==> config.mk <==
export PLATFORM = sky130hd
export DESIGN_NAME = lcd_char_fifo
export DESIGN_NICKNAME = d
export VERILOG_FILES = /design/src/rtl/lcd_char_fifo.sv
export SDC_FILE = /design/constraint.sdc
export NUM_CORES = 1
export LEC_CHECK = 0
export ABC_AREA = 1
export ABC_CLOCK_PERIOD_IN_PS = 3860
export CAP_MARGIN = 40
export CORE_UTILIZATION = 30
export CTS_CLUSTER_DIAMETER = 100
export CTS_CLUSTER_SIZE = 20
export DETAILED_ROUTE_END_ITERATION = 10
export PLACE_DENSITY_LB_ADDON = 0.1
export SLEW_MARGIN = 30
export SYNTH_ARGS = -nofsm -noshare
export SYNTH_HDL_FRONTEND = slang
export SYNTH_SLANG_ARGS = --single-unit
==> constraint.sdc <==
create_clock -name Clock -period 3.86 [get_ports Clock]
set_clock_uncertainty 0.2 [all_clocks]
set_input_delay 0.965 -clock Clock [delete_from_list [all_inputs] [get_ports Clock]]
set_output_delay 0.965 -clock Clock [all_outputs]
set_load 0.05 [all_outputs]
==> src/rtl/lcd_char_fifo.sv <==
// lcd_char_fifo: byte queue that replays CPU characters into Module_LCD_Control one handshake at a time.
// Optional LCD_FIFO_FLUSH_EN adds a synchronous iFlush input that empties the queue.
module lcd_char_fifo #(
  parameter int DEPTH          = 16,
  parameter int ADDR_W         = 4,
  parameter int ACCEPT_TIMEOUT = 255
) (
  input  logic       Clock,
  input  logic       Reset,
  input  logic [7:0] iData,
  input  logic       iData_Ready,
`ifdef LCD_FIFO_FLUSH_EN
  input  logic       iFlush,
`endif
  output logic       oReadyForData,
  output logic       oEmpty,
  output logic       oOverflow,
  output logic [7:0] oLCD_Data,
  output logic       oLCD_Data_Ready,
  input  logic       iLCD_Ready
);
  localparam int TW = $clog2(ACCEPT_TIMEOUT + 1);
  typedef enum logic [1:0] {IDLE, WAIT_BUSY, WAIT_DONE} state_t;
  state_t            state_q, state_d;
  logic [7:0]        mem_q [DEPTH];
  logic [ADDR_W-1:0] wp_q, rp_q;
  logic [ADDR_W:0]   cnt_q, cnt_d;
  logic [TW-1:0]     tmo_q, tmo_d;
  logic [7:0]        dat_d;
  logic              stb_d, ovf_d, flush, full, pop, push;
`ifdef LCD_FIFO_FLUSH_EN
  assign flush = iFlush;
`else
  assign flush = 1'b0;
`endif
  assign full          = cnt_q == (ADDR_W+1)'(DEPTH);
  assign oEmpty        = cnt_q == '0;
  assign oReadyForData = !full;
  assign pop           = state_q == IDLE && !oEmpty && iLCD_Ready && !flush;
  // a pop frees a slot in the same cycle, so a push into a full queue still lands
  assign push          = iData_Ready && (!full || pop) && !flush;
  assign cnt_d         = flush ? '0 : cnt_q + (ADDR_W+1)'(push) - (ADDR_W+1)'(pop);
  assign ovf_d         = !flush && (oOverflow || (iData_Ready && full && !pop));
  always_comb begin
    state_d = state_q;
    tmo_d   = '0;
    stb_d   = 1'b0;
    dat_d   = oLCD_Data;
    if (pop) begin
      state_d = WAIT_BUSY;
      stb_d   = 1'b1;
      dat_d   = mem_q[rp_q];
    end else if (state_q == WAIT_BUSY) begin
      // controller never went busy: re-strobe the same byte and restart the wait
      if (!iLCD_Ready) state_d = WAIT_DONE;
      else if (tmo_q == TW'(ACCEPT_TIMEOUT)) stb_d = 1'b1;
      else tmo_d = tmo_q + 1'b1;
    end else if (state_q == WAIT_DONE && iLCD_Ready) begin
      state_d = IDLE;
    end
  end
  always_ff @(posedge Clock or negedge Reset) begin
    if (!Reset) begin
      state_q         <= IDLE;
      wp_q            <= '0;
      rp_q            <= '0;
      cnt_q           <= '0;
      tmo_q           <= '0;
      oLCD_Data       <= 8'h00;
      oLCD_Data_Ready <= 1'b0;
      oOverflow       <= 1'b0;
    end else begin
      state_q         <= state_d;
      wp_q            <= flush ? '0 : wp_q + ADDR_W'(push);
      rp_q            <= flush ? '0 : rp_q + ADDR_W'(pop);
      cnt_q           <= cnt_d;
      tmo_q           <= tmo_d;
      oLCD_Data       <= dat_d;
      oLCD_Data_Ready <= stb_d;
      oOverflow       <= ovf_d;
    end
  end
  always_ff @(posedge Clock) begin
    if (push) mem_q[wp_q] <= iData;
  end
endmodule

; Word level (Yosys, flattened, before mapping)
; Memories as Yosys holds them, arrays and structs flattened. A register that Yosys moved wholly into a read port is not among the register bits.
; Index checks and enable logic that the tools add are counted.
[word_totals]
register_bits = 25
ram_bits = 128
in_bits = 12
output_inout_bits = 12
n_memories = 1
[memory_table]
columns = memory, depth, width, read_ports, rd_clocked_by_memory_dff, write_ports, line
row1 = mem_q, 16, 8, 1, 1, 1, 25  ; logic [7:0] mem_q [DEPTH];
[op_classes]
add_sub_neg = 5
eq_ne = 5
mux = 14
n_reduce_logical = 16
[op_table]
columns = op, n
row1 = $mux W8, 4
row2 = $add A4 B1 Y4, 2
row3 = $add A8 B1 Y8 const B, 1
row4 = $eq A8 B8 Y1 const B, 1
row5 = $mux W2, 4
row6 = $logic_and A1 B1 Y1, 6
row7 = $mux W1, 6
row8 = $add A5 B1 Y5, 1
row9 = $eq A5 B5 Y1 const B, 1
row10 = $logic_not A5 Y1, 1
row11 = $sub A5 B1 Y5, 1
row12 = $logic_not A1 Y1, 4
row13 = $ne A3 B3 Y1 const B, 1
row14 = $reduce_bool A3 Y1, 1
row15 = $eq A2 B1 Y1 const B, 1
row16 = $eq A2 B2 Y1 const B, 1
row17 = $logic_not A2 Y1, 1
row18 = $logic_or A1 B1 Y1, 2
row19 = $reduce_and A2 Y1, 1

; Depth between registers and ports, before layout
[logic_depth]
ltp_word = 8
depth_mapped = 15
depth_no_buf = 14

; Worst setup path before layout
; Ideal clock, no wire load.
[synth_timing]
path_type = input to register
startpoint = input port iLCD_Ready
endpoint = register cnt_q[4]
setup_ps = 79
arrival_ps = 2715
slack_ps = 866
stages = 13
n_path_buf = 1
cell_sequence = inv_2 > nor3_2 > nand2_2 > nand3_2 > nand2_4 > buf_12 > ha_1 > inv_1 > ha_1 > inv_1 > fa_1 > o21ai_0 > xor2_1
[synth_via]
elab_chain_len = 5
[synth_lines]
columns = item, line
row1 = start: declaration, 20  ; input logic iLCD_Ready
row2 = $logic_and A1 B1 Y1 *, 39  ; assign pop = state_q == IDLE && !oEmpty && iLCD_Ready && !flush;
row3 = $logic_or A1 B1 Y1, 41  ; assign push = iData_Ready && (!full || pop) && !flush;
row4 = $logic_and A1 B1 Y1, 41
row5 = $add A5 B1 Y5, 42  ; assign cnt_d = flush ? '0 : cnt_q + (ADDR_W+1)'(push) - (ADDR_W+1)'(pop);
row6 = $sub A5 B1 Y5 *, 42
row7 = net cnt_d[4], 27  ; logic [ADDR_W:0] cnt_q, cnt_d;
row8 = end signal: assignment, 76  ; cnt_q <= cnt_d;
row9 = end: declaration, 27
; The timed path passes the listed nets; every way through them passes the cells marked *.
; A chain may end at the register's enable or synchronous reset.

; Final worst setup path
[layout_timing]
startpoint = register cnt_q[3]
endpoint = output port oEmpty
[layout_via]
elab_chain_len = 1
[layout_lines]
columns = item, line
row1 = $logic_not A5 Y1, 37  ; assign oEmpty = cnt_q == '0;
row2 = end: declaration, 16  ; output logic oEmpty,
; Every way passes these cells.

==> run summary <==
Global routing used between 10% and 20% of the available tracks. In the post-synthesis netlist, the cell with the most instances is sky130_fd_sc_hd__nand2_1. The starting utilization of the core area came out at 30.5%.

The portion of total power attributed to combinational logic came out at 34.9%. Summing every instance area after synthesis gives 7130 um2. Tracing the worst setup path back leads to its startpoint at cnt_q[3]. Clock-pin slew was measured on the worst setup and hold paths at 0.07 ns. The critical path in this run is classified as reg2out. The area of the core came out at 23,400 um2. The pre-antenna-repair detailed-routing pass consisted of 4 iterations. The number of synthesized flops with an enable pin came out at around 130. The number of global-route vias before repair is 4,758. The largest net degree at the start of global routing is 66.

In the post-synthesis netlist, the biggest area contributors are sky130_fd_sc_hd__edfxtp_1 (54%), sky130_fd_sc_hd__dfrtp_1 (12%), sky130_fd_sc_hd__nand2_1 (11%), sky130_fd_sc_hd__nand3_1 (7.2%), sky130_fd_sc_hd__inv_1 (6.1%). The combinational family with the most area after synthesis is simple AND/OR/NAND/NOR gates. The number of violations reported at the end of detailed-routing iteration 0 is 245. The number of antenna diodes in the final layout is 0. The chip height is 156 um. The internal portion of total power came out at roughly 3.7 mW. At the pin with the least slew margin, the transition time is 0.798 ns. The area of the die came out at 24,400 um2. The die is 156 um wide.

The number of setup buffers added after CTS is 0. The sink count of the clock tree is 161. The worst register-to-register path begins at cnt_q[3]. TritonCTS built the clock tree.

The smallest clock period supported by the final layout is computed as between 3 and 4 ns. The signal on the critical path passes through inv_1 > ha_1 > nor3b_4 > nand2_2 > inv_1 > clkdlybuf4s50_1. The post-synthesis share of cell area spent on full adders, half adders and majority gates came out at 2.35%. For this design, the slowest cell found on the critical path is sky130_fd_sc_hd__clkdlybuf4s50_1. The total negative slack for setup checks is 0 ns. The routability congestion estimate from global placement came out at roughly 0.77.

Dividing the synthesized area by the synthesized cell count gives 10.4 um2. The residual overflow from global routing came out at 0. The arrival time at the worst endpoint is 2.23 ns.

The maximum buffer depth of the clock tree is 2. The H-tree depth came out at 4. The worst setup path is launched from a flop.

The share of total power dissipated in the clock network is a little over a quarter. The cell count after synthesis is 686. Row generation in the floorplan step produced 56 rows. For this run, the slowest stage of the critical path takes 0.79 ns.

The post-detailed-route count of antenna-violating nets came out at 0. After the last flow step, the layout net total stands at approximately 750. The nature of the critical path endpoint is an output port. Counting stages on the worst path, the most repeated cell is sky130_fd_sc_hd__inv_1. The distinct cell type count after synthesis came out at 31.

The root buffer cell chosen for the clock tree is sky130_fd_sc_hd__clkbuf_16. STA puts the critical path data required time at 2.69 ns. Sequential cells account for ~38% of the total power. The overall power is 6.18 mW. Dividing the detail-routed via count by the number of cells gives ~4.3. The total of flip-flops plus latches after synthesis came out at 161. The maximum clock frequency is about 0.29 GHz. The initial antenna violation count came out at 0. The number of port buffers came out at 23. Of the total synthesized cell area, the portion taken by AND, OR, NAND and NOR gates is around 22%.

Setup repair after global routing left no endpoint under its margin. The routed wire length per instance came out at 15.9 um. The number of buffers added by the clock tree synthesis step came out at 17. The maximum fanout encountered on the critical timing path came out at 3.

Yosys printed 0 warnings. The fraction of layout instances using a drive strength above 1 came out at under 10%. The power density over the cells is between 700 and 800 nW/um2. The area share of xor/xnor cells in the synthesized design came out at 1.47%.

The worst path uses 88.0% of the clock period. The area taken by flip-flops and latches is 4670 um2. Summing all multi-input logic gate instances after layout gives 1850 um2.

The worst min-delay path startpoint is tmo_q[0]. The worst max-slew margin expressed relative to the limit is 46.7%. The proportion of netlist area held by the largest area contributor came out at 53.9%. The number of setup violations in the final report is 0. The number of hold-repair buffers added at the cts stage came out at 0. In the synthesized netlist the dominant register cell turns out to be sky130_fd_sc_hd__edfxtp_1. The final count of hold timing violations is 0.

The flow ran to the end, and the final reports show no timing, DRC or antenna violations. The static leakage came out at ~3.6 nW. After synthesis, the share of flip-flops with an asynchronous set or reset is between 20% and 30%. The proportion of total power due to net switching is between 30 and 40%. The number of max-slew violations in the final report came out at 0. The min-delay analysis places its worst path in the category reg2reg.

The layout filler cell count came out at 2,370. The count of cells resized by post-cts repair came out at 0. At the end of the flow the core is filled with cells to 35.7%. The final routed DRC violation total came out at 0.

Of all cell types, the one taking the most synthesized area is sky130_fd_sc_hd__edfxtp_1. The insertion delay of the later-clocked pin in the worst-skew pair is 0.42 ns. The total number of vias came out at roughly 4,600. The total detailed-routing wirelength is 16.7 mm. Of the post-synthesis cell area, the part taken by muxes is 0%. The sequential area share after synthesis is roughly 65%.

The net count after synthesis came out at 710. The half-perimeter wire length after detailed placement came out at 11.2 mm. The global-route wire length before repair came out at 26.4 mm. The post-synthesis to final-layout area growth came out at 17.1%. VDD sags by at most 0.000286 V.

The number of max-capacitance violations reported came out at 0. The switching power total is 2.45 mW. Summing the areas of all compound-gate instances in the mapped netlist gives less than 1% of the synthesized area. Ranked by instance count, the synthesized netlist is headed by sky130_fd_sc_hd__nand2_1 (206), sky130_fd_sc_hd__edfxtp_1 (128), sky130_fd_sc_hd__inv_1 (116). The number of ports placed on the die boundary came out at 24.
logic make-up (layout without fill, tap and decap cells):
family,after synthesis,count (layout)
flops,161,161
compound gates,7,7
xor+xnor,12,12
fa+ha+maj,13,13
buf+inv,148,196
simple gates,345,345
through the flow:
stage          std cells  instance area, um2  setup WS (ns)  hold WS [ns]
2_1_floorplan        686                7130          0.866         0.233
3_3_place_gp        1018                7720          0.253         0.245
3_5_place_dp        1021                7770          0.202         0.260
4_1_cts             1053                8360          0.421         0.270
5_1_grt             1053                8360          0.306         0.286
6_report            1053                8360          0.463         0.263
registers in the layout, summed over array words and instances (netlist names):
signal           cells
oOverflow            1
wp_q                 4
tmo_q                8
oLCD_Data_Ready      1
state_q              2
oLCD_Data            8
rp_q                 4
mem_q              128
cnt_q                5
power groups by stage:
stage	registers [mW]	logic, mW	clock network (mW)
after floorplan	2.47	1.40	0
after global placement	2.36	2.19	0
after detailed placement	2.37	2.21	0
after CTS	2.34	2.21	1.74
after global routing	2.37	2.42	1.80
final	2.33	2.15	1.69
cell type report:
| type | count | share of cell area [%] |
|---|---|---|
| Tap cell | 319 | 4.78 |
| Inverter | 122 | 5.51 |
| Timing Repair Buffer | 42 | 4.73 |
| Sequential cell | 161 | 55.9 |
| Clock buffer | 17 | 5.09 |
| Clock inverter | 15 | 1.92 |
| Multi-Input combinational cell | 377 | 22.1 |
final timing paths:
kind / to / slack, ns / cells after the start
worst max-delay path: oEmpty / 0.46 / 6
worst min-delay path: tmo_q[0] / 0.26 / 1
worst max register to register: cnt_q[4] / 0.93 / 14
worst min register to register: tmo_q[0] / 0.26 / 1
max in group asynchronous: rp_q[0] / 2.36 / 2
min in group asynchronous: oLCD_Data[5] / 0.75 / 2
cells in the final DEF, fill, tap and decap left out, types with 2 or more instances in the layout:
| master | count |
|---|---|
| sky130_fd_sc_hd__nor2_1 | 10 |
| sky130_fd_sc_hd__nor3_2 | 9 |
| sky130_fd_sc_hd__xnor2_1 | 3 |
| sky130_fd_sc_hd__edfxtp_1 | 128 |
| sky130_fd_sc_hd__ha_1 | 11 |
| sky130_fd_sc_hd__inv_2 | 4 |
| sky130_fd_sc_hd__inv_6 | 7 |
| sky130_fd_sc_hd__clkinvlp_4 | 2 |
| sky130_fd_sc_hd__clkbuf_16 | 17 |
| sky130_fd_sc_hd__nand3_1 | 102 |
| sky130_fd_sc_hd__nand2_2 | 2 |
| sky130_fd_sc_hd__a21oi_1 | 3 |
| sky130_fd_sc_hd__inv_8 | 4 |
| sky130_fd_sc_hd__nand2_1 | 206 |
| sky130_fd_sc_hd__buf_4 | 16 |
| sky130_fd_sc_hd__dfrtp_1 | 32 |
| sky130_fd_sc_hd__inv_1 | 116 |
| sky130_fd_sc_hd__buf_8 | 3 |
| sky130_fd_sc_hd__clkdlybuf4s50_1 | 23 |
| sky130_fd_sc_hd__nor3_1 | 9 |
| sky130_fd_sc_hd__xor2_1 | 9 |
| sky130_fd_sc_hd__o21ai_0 | 2 |
worst max-delay path, delay by kind of cell, from the launching register on:
kind,cells,cell delay [ns]
simple gates,2,0.33
flops,1,0.39
fa+ha+maj,1,0.15
buf+inv,3,0.94
metal layers:
metal / routed length, um / part of all wire [%] / vias up / GRT usage (%)
li1: - / - / 2277 / -
met1: 7600 / 45 / 2223 / 18.6
met2: 8460 / 50 / 61 / 26.0
met3: 485 / 2.9 / 13 / 2.60
met4: 199 / 1.2 / 0 / 4.67
met5: 0 / 0 / - / 0
Power figures use the tool's default switching activity.
